[config.mk]
export PLATFORM = sky130hd
export DESIGN_NAME = dfr_output_layer
export DESIGN_NICKNAME = d
export VERILOG_FILES = /design/src/rtl/dfr_output_layer.sv
export SDC_FILE = /design/constraint.sdc
export NUM_CORES = 2
export LEC_CHECK = 0
export BUFFER_PORTS_ARGS = -buffer_cell sky130_fd_sc_hd__buf_2
export CORE_UTILIZATION = 55
export DETAILED_ROUTE_END_ITERATION = 10
export GPL_ROUTABILITY_DRIVEN = 0
export HOLD_SLACK_MARGIN = 0.05
export PLACE_DENSITY = 0.73
export SLEW_MARGIN = 20
export SYNTH_ARGS = -nofsm -noshare
export SYNTH_HDL_FRONTEND = slang
export SYNTH_SLANG_ARGS = --single-unit
[constraint.sdc]
create_clock -name clk -period 8.3 [get_ports clk]
set_input_delay 0.415 -clock clk [delete_from_list [all_inputs] [get_ports clk]]
set_output_delay 0.415 -clock clk [all_outputs]
set_load 0.01 [all_outputs]
[src/rtl/dfr_output_layer.sv]
// -----------------------------------------------------------------------------
// dfr_output_layer
//   Linear readout of a delay-feedback reservoir. For every sample s it forms
//   y[s] = sum_n R[s*N+n] * Wt[n] over N virtual nodes and writes y[s] to
//   output address s.
//
//   Memory reads have one cycle of latency. Each product is registered, and
//   then added into a 2W-bit accumulator that wraps on overflow. One sample
//   takes N+3 cycles: N READ cycles, 2 DRAIN cycles and 1 WRITE cycle.
//
//   NUM_VIRTUAL_NODES must be at least 2, so that the weight address has a
//   non-zero width.
//
// Ports
//   clk, rst            clock; synchronous active-high reset
//   start               single-cycle launch request (honoured in IDLE only)
//   num_samples         sample count, captured when start is accepted
//   busy, done          run in progress / one-cycle completion pulse
//   reservoir_mem_addr  reservoir read address (s*N+n, wraps modulo 2^A)
//   reservoir_mem_data  reservoir word, valid one cycle after its address
//   weight_mem_addr     weight read address n
//   weight_mem_data     weight word, valid one cycle after its address
//   output_mem_addr     output write address (sample index)
//   output_mem_data     output word y[s]
//   output_mem_wen      output write enable, high only in WRITE
// -----------------------------------------------------------------------------
module dfr_output_layer #(
    parameter int NUM_VIRTUAL_NODES            = 100,
    parameter int RESERVOIR_DATA_WIDTH         = 32,
    parameter int RESERVOIR_HISTORY_ADDR_WIDTH = 16
) (
    input  logic                                   clk,
    input  logic                                   rst,
    input  logic                                   start,
    input  logic [RESERVOIR_HISTORY_ADDR_WIDTH-1:0] num_samples,
    output logic                                   busy,
    output logic                                   done,
    output logic [RESERVOIR_HISTORY_ADDR_WIDTH-1:0] reservoir_mem_addr,
    input  logic [RESERVOIR_DATA_WIDTH-1:0]         reservoir_mem_data,
    output logic [$clog2(NUM_VIRTUAL_NODES)-1:0]    weight_mem_addr,
    input  logic [RESERVOIR_DATA_WIDTH-1:0]         weight_mem_data,
    output logic [RESERVOIR_HISTORY_ADDR_WIDTH-1:0] output_mem_addr,
    output logic [RESERVOIR_DATA_WIDTH-1:0]         output_mem_data,
    output logic                                   output_mem_wen
);
    localparam int W  = RESERVOIR_DATA_WIDTH;
    localparam int A  = RESERVOIR_HISTORY_ADDR_WIDTH;
    localparam int NW = $clog2(NUM_VIRTUAL_NODES);
    localparam logic [NW-1:0] LAST_NODE = NW'(NUM_VIRTUAL_NODES - 1);

    typedef enum logic [2:0] {
        S_IDLE,
        S_READ,
        S_DRAIN,
        S_WRITE,
        S_DONE
    } state_t;

    // Full-precision signed product of two W-bit words.
    function automatic logic signed [2*W-1:0] mul_full(
        input logic signed [W-1:0] a,
        input logic signed [W-1:0] b
    );
        logic signed [2*W-1:0] ax;
        logic signed [2*W-1:0] bx;
        ax = {{W{a[W-1]}}, a};
        bx = {{W{b[W-1]}}, b};
        return ax * bx;
    endfunction

    // The output word is the wrapped low half of the accumulator.
    function automatic logic [W-1:0] low_word(input logic signed [2*W-1:0] v);
        return v[W-1:0];
    endfunction

    state_t                 state_q;
    logic [A-1:0]           nsamp_q;
    logic [A-1:0]           sample_q;
    logic [NW-1:0]          node_q;
    logic [A-1:0]           raddr_q;
    logic                   drain_q;
    logic signed [2*W-1:0]  acc_q;
    logic signed [2*W-1:0]  acc_d;
    logic [W-1:0]           out_data_q;
    logic                   wen_q;
    logic                   busy_q;
    logic                   done_q;
    logic                   vld_p1_q;   // memory data valid this cycle
    logic                   vld_p2_q;   // registered product valid this cycle
    logic signed [2*W-1:0]  prod_p2_q;

    assign acc_d = vld_p2_q ? (acc_q + prod_p2_q) : acc_q;

    // ---- stage p1 -> p2: register the product of the returned words ----
    always_ff @(posedge clk) begin
        if (vld_p1_q) begin
            prod_p2_q <= mul_full(reservoir_mem_data, weight_mem_data);
        end
    end

    // ---- stage p2 -> accumulator, and sequencing control ----
    always_ff @(posedge clk) begin
        if (rst) begin
            state_q    <= S_IDLE;
            nsamp_q    <= '0;
            sample_q   <= '0;
            node_q     <= '0;
            raddr_q    <= '0;
            drain_q    <= 1'b0;
            acc_q      <= '0;
            out_data_q <= '0;
            wen_q      <= 1'b0;
            busy_q     <= 1'b0;
            done_q     <= 1'b0;
            vld_p1_q   <= 1'b0;
            vld_p2_q   <= 1'b0;
        end else begin
            wen_q    <= 1'b0;
            done_q   <= 1'b0;
            vld_p1_q <= (state_q == S_READ);
            vld_p2_q <= vld_p1_q;
            acc_q    <= acc_d;

            case (state_q)
                S_IDLE: begin
                    if (start) begin
                        nsamp_q  <= num_samples;
                        sample_q <= '0;
                        node_q   <= '0;
                        raddr_q  <= '0;
                        acc_q    <= '0;
                        if (num_samples == '0) begin
                            state_q <= S_DONE;
                            done_q  <= 1'b1;
                        end else begin
                            state_q <= S_READ;
                            busy_q  <= 1'b1;
                        end
                    end
                end
                S_READ: begin
                    raddr_q <= raddr_q + A'(1);
                    if (node_q == LAST_NODE) begin
                        node_q  <= '0;
                        drain_q <= 1'b0;
                        state_q <= S_DRAIN;
                    end else begin
                        node_q <= node_q + NW'(1);
                    end
                end
                S_DRAIN: begin
                    // The last product lands in the accumulator on the second
                    // DRAIN edge, so the output word is taken from acc_d here.
                    if (drain_q) begin
                        out_data_q <= low_word(acc_d);
                        wen_q      <= 1'b1;
                        state_q    <= S_WRITE;
                    end else begin
                        drain_q <= 1'b1;
                    end
                end
                S_WRITE: begin
                    acc_q    <= '0;
                    sample_q <= sample_q + A'(1);
                    if (sample_q == nsamp_q - A'(1)) begin
                        state_q <= S_DONE;
                        done_q  <= 1'b1;
                        busy_q  <= 1'b0;
                    end else begin
                        state_q <= S_READ;
                    end
                end
                S_DONE: begin
                    state_q <= S_IDLE;
                end
                default: begin
                    state_q <= S_IDLE;
                end
            endcase
        end
    end

    assign busy               = busy_q;
    assign done               = done_q;
    assign reservoir_mem_addr = raddr_q;
    assign weight_mem_addr    = node_q;
    assign output_mem_addr    = sample_q;
    assign output_mem_data    = out_data_q;
    assign output_mem_wen     = wen_q;

endmodule

==> Word level (Yosys, flattened, before mapping) <==
Index checks and enable logic that the tools add are counted.
{ "word_totals": {"register_bits": 224, "inputBits": 83, "out_inout_bits": 74} }
{ "op_classes": {"n_addsub": 5, "n_mul": 1, "eq_ne": 10, "n_mux": 26, "bitwise_logic": 1, "n_reduce_logical": 13} }
{ "ops": {"columns": ["cell", "n"], "rows": [
  ["$mux W64", 2],
  ["$pmux W64 S2", 1],
  ["$add A64 B64 Y64", 1],
  ["$mul A32 B32 Y64", 1],
  ["$pmux W16 S2", 2],
  ["$add A16 B1 Y16 const B", 2],
  ["$eq A16 B16 Y1", 1],
  ["$logic_not A16 Y1", 1],
  ["$mux W16", 1],
  ["$sub A16 B1 Y16 const B", 1],
  ["$mux W3", 5],
  ["$mux W7", 2],
  ["$pmux W7 S2", 1],
  ["$pmux W3 S4", 1],
  ["$reduce_and A2 Y1", 5],
  ["$mux W1", 8],
  ["$ne A2 B2 Y1 const B", 4],
  ["$add A7 B1 Y7 const B", 1],
  ["$eq A7 B7 Y1 const B", 1],
  ["$eq A3 B2 Y1 const B", 2],
  ["$pmux W1 S2", 3],
  ["$reduce_bool A2 Y1", 3],
  ["$reduce_and A4 Y1", 1],
  ["$eq A3 B1 Y1 const B", 1],
  ["other kinds (5)", 5]
]} }

==> Longest topological paths before layout <==
{ "logic_depth": {"depth_word": 4, "mapped_depth": 28, "ltp_nobuf": 26} }

==> Worst setup path after synthesis <==
No wires, ideal clock.
{ "synth_timing": {"path_type": "in2reg", "startpoint": "input reservoir_mem_data[12]", "endpoint": "register prod_p2_q[27] (data pin)", "arrival_time_ns": 6.976, "t_required_ns": 8.041, "setup_slack_ns": 1.065, "stages": 25, "path_buffers": 3, "path_cell_list": "clkbuf_1 -> clkbuf_1 -> and2_1 -> fa_1 -> fa_1 -> fa_1 -> inv_1 -> fa_1 -> inv_1 -> fa_1 -> inv_1 -> fa_1 -> inv_1 -> fa_1 -> fa_1 -> ha_1 -> clkbuf_1 -> nand2_1 -> or3_1 -> or2_2 -> a21oi_1 -> o2111ai_1 -> nor2b_1 -> o21ba_2 -> xnor2_1"} }
{ "synth_via": {"elab_chain_cells": 1} }
{ "synth_lines": {"columns": ["element", "line_no", "text"], "rows": [
  ["start: declaration", "39", "input logic [RESERVOIR_DATA_WIDTH-1:0] reservoir_mem_data,"],
  ["$mul A32 B32 Y64", "68", "return ax * bx;"],
  ["end signal: assignment", "97", "prod_p2_q <= mul_full(reservoir_mem_data, weight_mem_data);"],
  ["end: declaration", "90", "logic signed [2*W-1:0] prod_p2_q;"]
]} }
Every way passes these cells.
A chain may end at the register's enable or synchronous reset.

==> Worst setup path after layout <==
{ "layout_timing": {"startpoint": "input weight_mem_data[2]", "endpoint": "register prod_p2_q[29] (data pin)"} }
{ "layout_via": {"elab_chain_cells": 1} }
{ "layout_lines": {"columns": ["element", "line_no", "text"], "rows": [
  ["start: declaration", "41", "input logic [RESERVOIR_DATA_WIDTH-1:0] weight_mem_data,"],
  ["$mul A32 B32 Y64", "68", null]
]} }
Every way passes these cells.

==> results.cfg <==
[detailed_routing]
via_count = 18900
routed_wl_mm = 60.0
first_iter_violations = 1226
detail-route-antenna-nets = 0
route.detailed.wl_per_inst_um = 17.6
drcViolationCount = 0
viasPerCell = 5.52
drt_first_pass_iters = 6

[sta]
layout_min_cycle_time_ns = 7.22
fin_setup_tns_ns = 0
fin_crit_sh_pct = 87.0
final_max_slew_viol_count = 0
final.setup_skew_ns = 0.00885
final-hold-violation-count = 0
setup_viol = 0
worst-slew-pin-transition_ns = 1.03
max-slew-margin-rel_pct = 31.6
rsz0062_at_grt = false
fmax_ghz = 0.139

[floorplanning]
fp-row-count = 76
pin_count = 157
core_area_mm2 = 0.0435
die_h_um = 213
floorplan.die.width_um = 213
initial_core_util_pct = 56.3
dieArea_mm2 = 0.0453

[worst_setup_path]
startpoint_type = primary input
cp_common_cell = sky130_fd_sc_hd__fa_1
timing.critical_path.to = prod_p2_q[29]
cp_cell_sequence = buf_2 > and2_1 > fa_1 > fa_1 > inv_1 > fa_1 > fa_1 > inv_1 > fa_1 > fa_1 > fa_1 > inv_1 > fa_1 > inv_1 > ha_1 > nand3_1 > or3_1 > or2_2 > a21oi_1 > o2111ai_1 > nor2b_1 > o21ai_0 > xor2_1
cp_data_arrival_time_ns = 7.40
critical_path.startpoint = weight_mem_data[2]
cp_data_required_time_ns = 8.48
worst-r2r-cell-count = 9
critical_path.slowest_cell = sky130_fd_sc_hd__buf_2
setup.worst_path.end_class = flip-flop
crit-reg2reg-launch = prod_p2_q[2]
worst_r2r_endpoint = output_mem_data[29]
critPathMaxStageDelay_ns = 0.58
path_max_fanout = 30
crit_type = primary input to flip-flop
regToRegSetupSlack_ns = 5.06

[flow_run]
max_cap_viol_count = 0

[logic_synthesis]
synth_fp_nets = 3450
synth.ff_latch_count = 160
synth_cell_type_count = 67
yosys-mux-area-fraction_pct = 1.40
post_synth_xor_area_fraction_pct = 4.37
synth_simple_gate_area_share_pct = 19.3
count_leader_synth = sky130_fd_sc_hd__inv_1
synthesis.area_mm2 = 0.0245
syn-instance-count = 2773
synthesis.yosys.warnings = 0
synth_sequential_area_ratio_pct = 14.4
async_reset_ff_share_pct = 0
synth_top_family_by_area = adder cells
yosys.area_share.adder_pct = 42.9
yosys-top-cells-count = sky130_fd_sc_hd__inv_1 (483), sky130_fd_sc_hd__fa_1 (409), sky130_fd_sc_hd__nand2_1 (319), sky130_fd_sc_hd__and2_1 (308), sky130_fd_sc_hd__ha_1 (185)
synth.top_cells.by_area = sky130_fd_sc_hd__fa_1 (33%), sky130_fd_sc_hd__dfxtp_1 (10%), sky130_fd_sc_hd__ha_1 (9.5%), sky130_fd_sc_hd__and2_1 (7.9%), sky130_fd_sc_hd__inv_1 (7.4%)
yosys.area.top_type = sky130_fd_sc_hd__fa_1
post-synth-top-area-fraction_pct = 33.5
compound_cell_area_share_of_the_yosys_netlist_pct = 8.07
postSynthAreaPerCell_um2 = 8.82
synth-edff-count = 32
yosys_most_used_dff = sky130_fd_sc_hd__dfxtp_1

[final_layout]
area_delta_synth_final_pct = 6.94
num_antenna_cells = 0
drive_above_1_share_pct = 7.97
finish.net_count = 3498

[grt]
maximum_number_of_pins_on_one_net_before_global_route_repair = 98
grt_residual_overflow = 0
grt_pass1_vias = 19700
grt_antenna_before_repair = 0
grt_first_pass_wirelength_mm = 98.1
grt_util_all_layers_pct = 27.6

[clock_tree]
clkTransAtPathRegs_ns = 0.06
cts_root_buf = sky130_fd_sc_hd__clkbuf_16
cts-buffers-inserted = 17
tritoncts = built
holdBufCountCts = 0
cts_num_sinks = 160
post_cts_resize_count = 0
clock_insertion_delay_worst_skew_ns = 0.43
post_cts_buffers = 0
clock_tree.htree_level_count = 4
cts.path.max_buffers = 2

[placed_design]
port_buffers = 156
final_hpwl_dp_mm = 47.8

[outcome]
status = finished clean

[hold_path]
min_path_type = primary input to flip-flop
[area by class of cell]
class / count / area [µm²]
repair buffers: 165 / 861
clock buffers: 18 / 429
flip-flops and latches: 160 / 3520
inverters: 483 / 1810
multi-input cells: 1994 / 18600
well taps: 585 / 732
fillers: 3755 / 17300
clock inverters: 14 / 179
[state kept, by name, indices dropped and copies added (netlist names)]
register,count
acc_q,32
output_mem_data,32
prod_p2_q,32
nsamp_q,16
output_mem_addr,16
reservoir_mem_addr,16
weight_mem_addr,7
state_q,3
busy,1
done,1
drain_q,1
output_mem_wen,1
vld_p1_q,1
vld_p2_q,1
[through the flow]
step | setup slack (ns) | std cells | instance area [µm²] | hold slack (ns) | util [%]
2_1_floorplan | 1.07 | 2773 | 24500 | 0.444 | -
3_3_place_gp | 0.795 | 3386 | 25500 | 0.458 | 58.7
3_5_place_dp | 0.681 | 3386 | 25500 | 0.468 | 58.7
4_1_cts | 1.15 | 3418 | 26100 | 0.203 | 60.1
5_1_grt | 0.696 | 3419 | 26200 | 0.218 | 60.2
6_report | 1.08 | 3419 | 26200 | 0.228 | 60.2
[how the worst min path moves through the flow]
stage | slack (ns) | startpoint | to | cells after the start
detailed placement | 0.47 | nsamp_q[1] | nsamp_q[1] | 2
global placement | 0.46 | reservoir_mem_addr[15] | reservoir_mem_addr[15] | 2
finish | 0.23 | num_samples[15] | nsamp_q[15] | 3
global route | 0.22 | num_samples[13] | nsamp_q[13] | 3
CTS | 0.20 | num_samples[12] | nsamp_q[12] | 3
floorplan | 0.44 | nsamp_q[1] | nsamp_q[1] | 2
[cells in the final DEF, fill, tap and decap left out, types with 30 or more instances in the layout]
cell type / netlist / routed
sky130_fd_sc_hd__a211oi_1: 42 / 42
sky130_fd_sc_hd__a21oi_1: 94 / 94
sky130_fd_sc_hd__and2_1: 308 / 308
sky130_fd_sc_hd__buf_2: 0 / 156
sky130_fd_sc_hd__dfxtp_1: 128 / 128
sky130_fd_sc_hd__edfxtp_1: 32 / 32
sky130_fd_sc_hd__fa_1: 409 / 409
sky130_fd_sc_hd__ha_1: 185 / 185
sky130_fd_sc_hd__inv_1: 483 / 483
sky130_fd_sc_hd__nand2_1: 319 / 319
sky130_fd_sc_hd__nand3_1: 42 / 42
sky130_fd_sc_hd__nor2_1: 149 / 149
sky130_fd_sc_hd__o21ai_0: 52 / 52
sky130_fd_sc_hd__xnor2_1: 92 / 92
sky130_fd_sc_hd__xor2_1: 30 / 30
[routing by layer]
layer	vias to the layer above	GRT usage, %	wire [µm]
met1	9336	35.5	25300
li1	8746	-	-
met2	632	47.2	29100
met4	0	11.5	2340
met5	-	0	0
met3	144	3.00	3320
[worst max-delay path, delay by kind of cell]
family	cells	cell delay, ns
compound gates	3	0.58
xor+xnor	1	0.10
fa+ha+maj	9	4.23
buf+inv	5	0.77
simple gates	5	1.29
[logic make-up after synthesis]
kind of cell	after synthesis
multiplexers	33
AND/OR/NAND/NOR	944
flip-flops	160
buffers and inverters	619
XOR/XNOR	122
AO/OA/AOI/OAI	301
adder cells (fa/ha/maj)	594
Power is not shown: default switching activity piles up to over one toggle a cycle in this logic, so the estimate is an artifact.
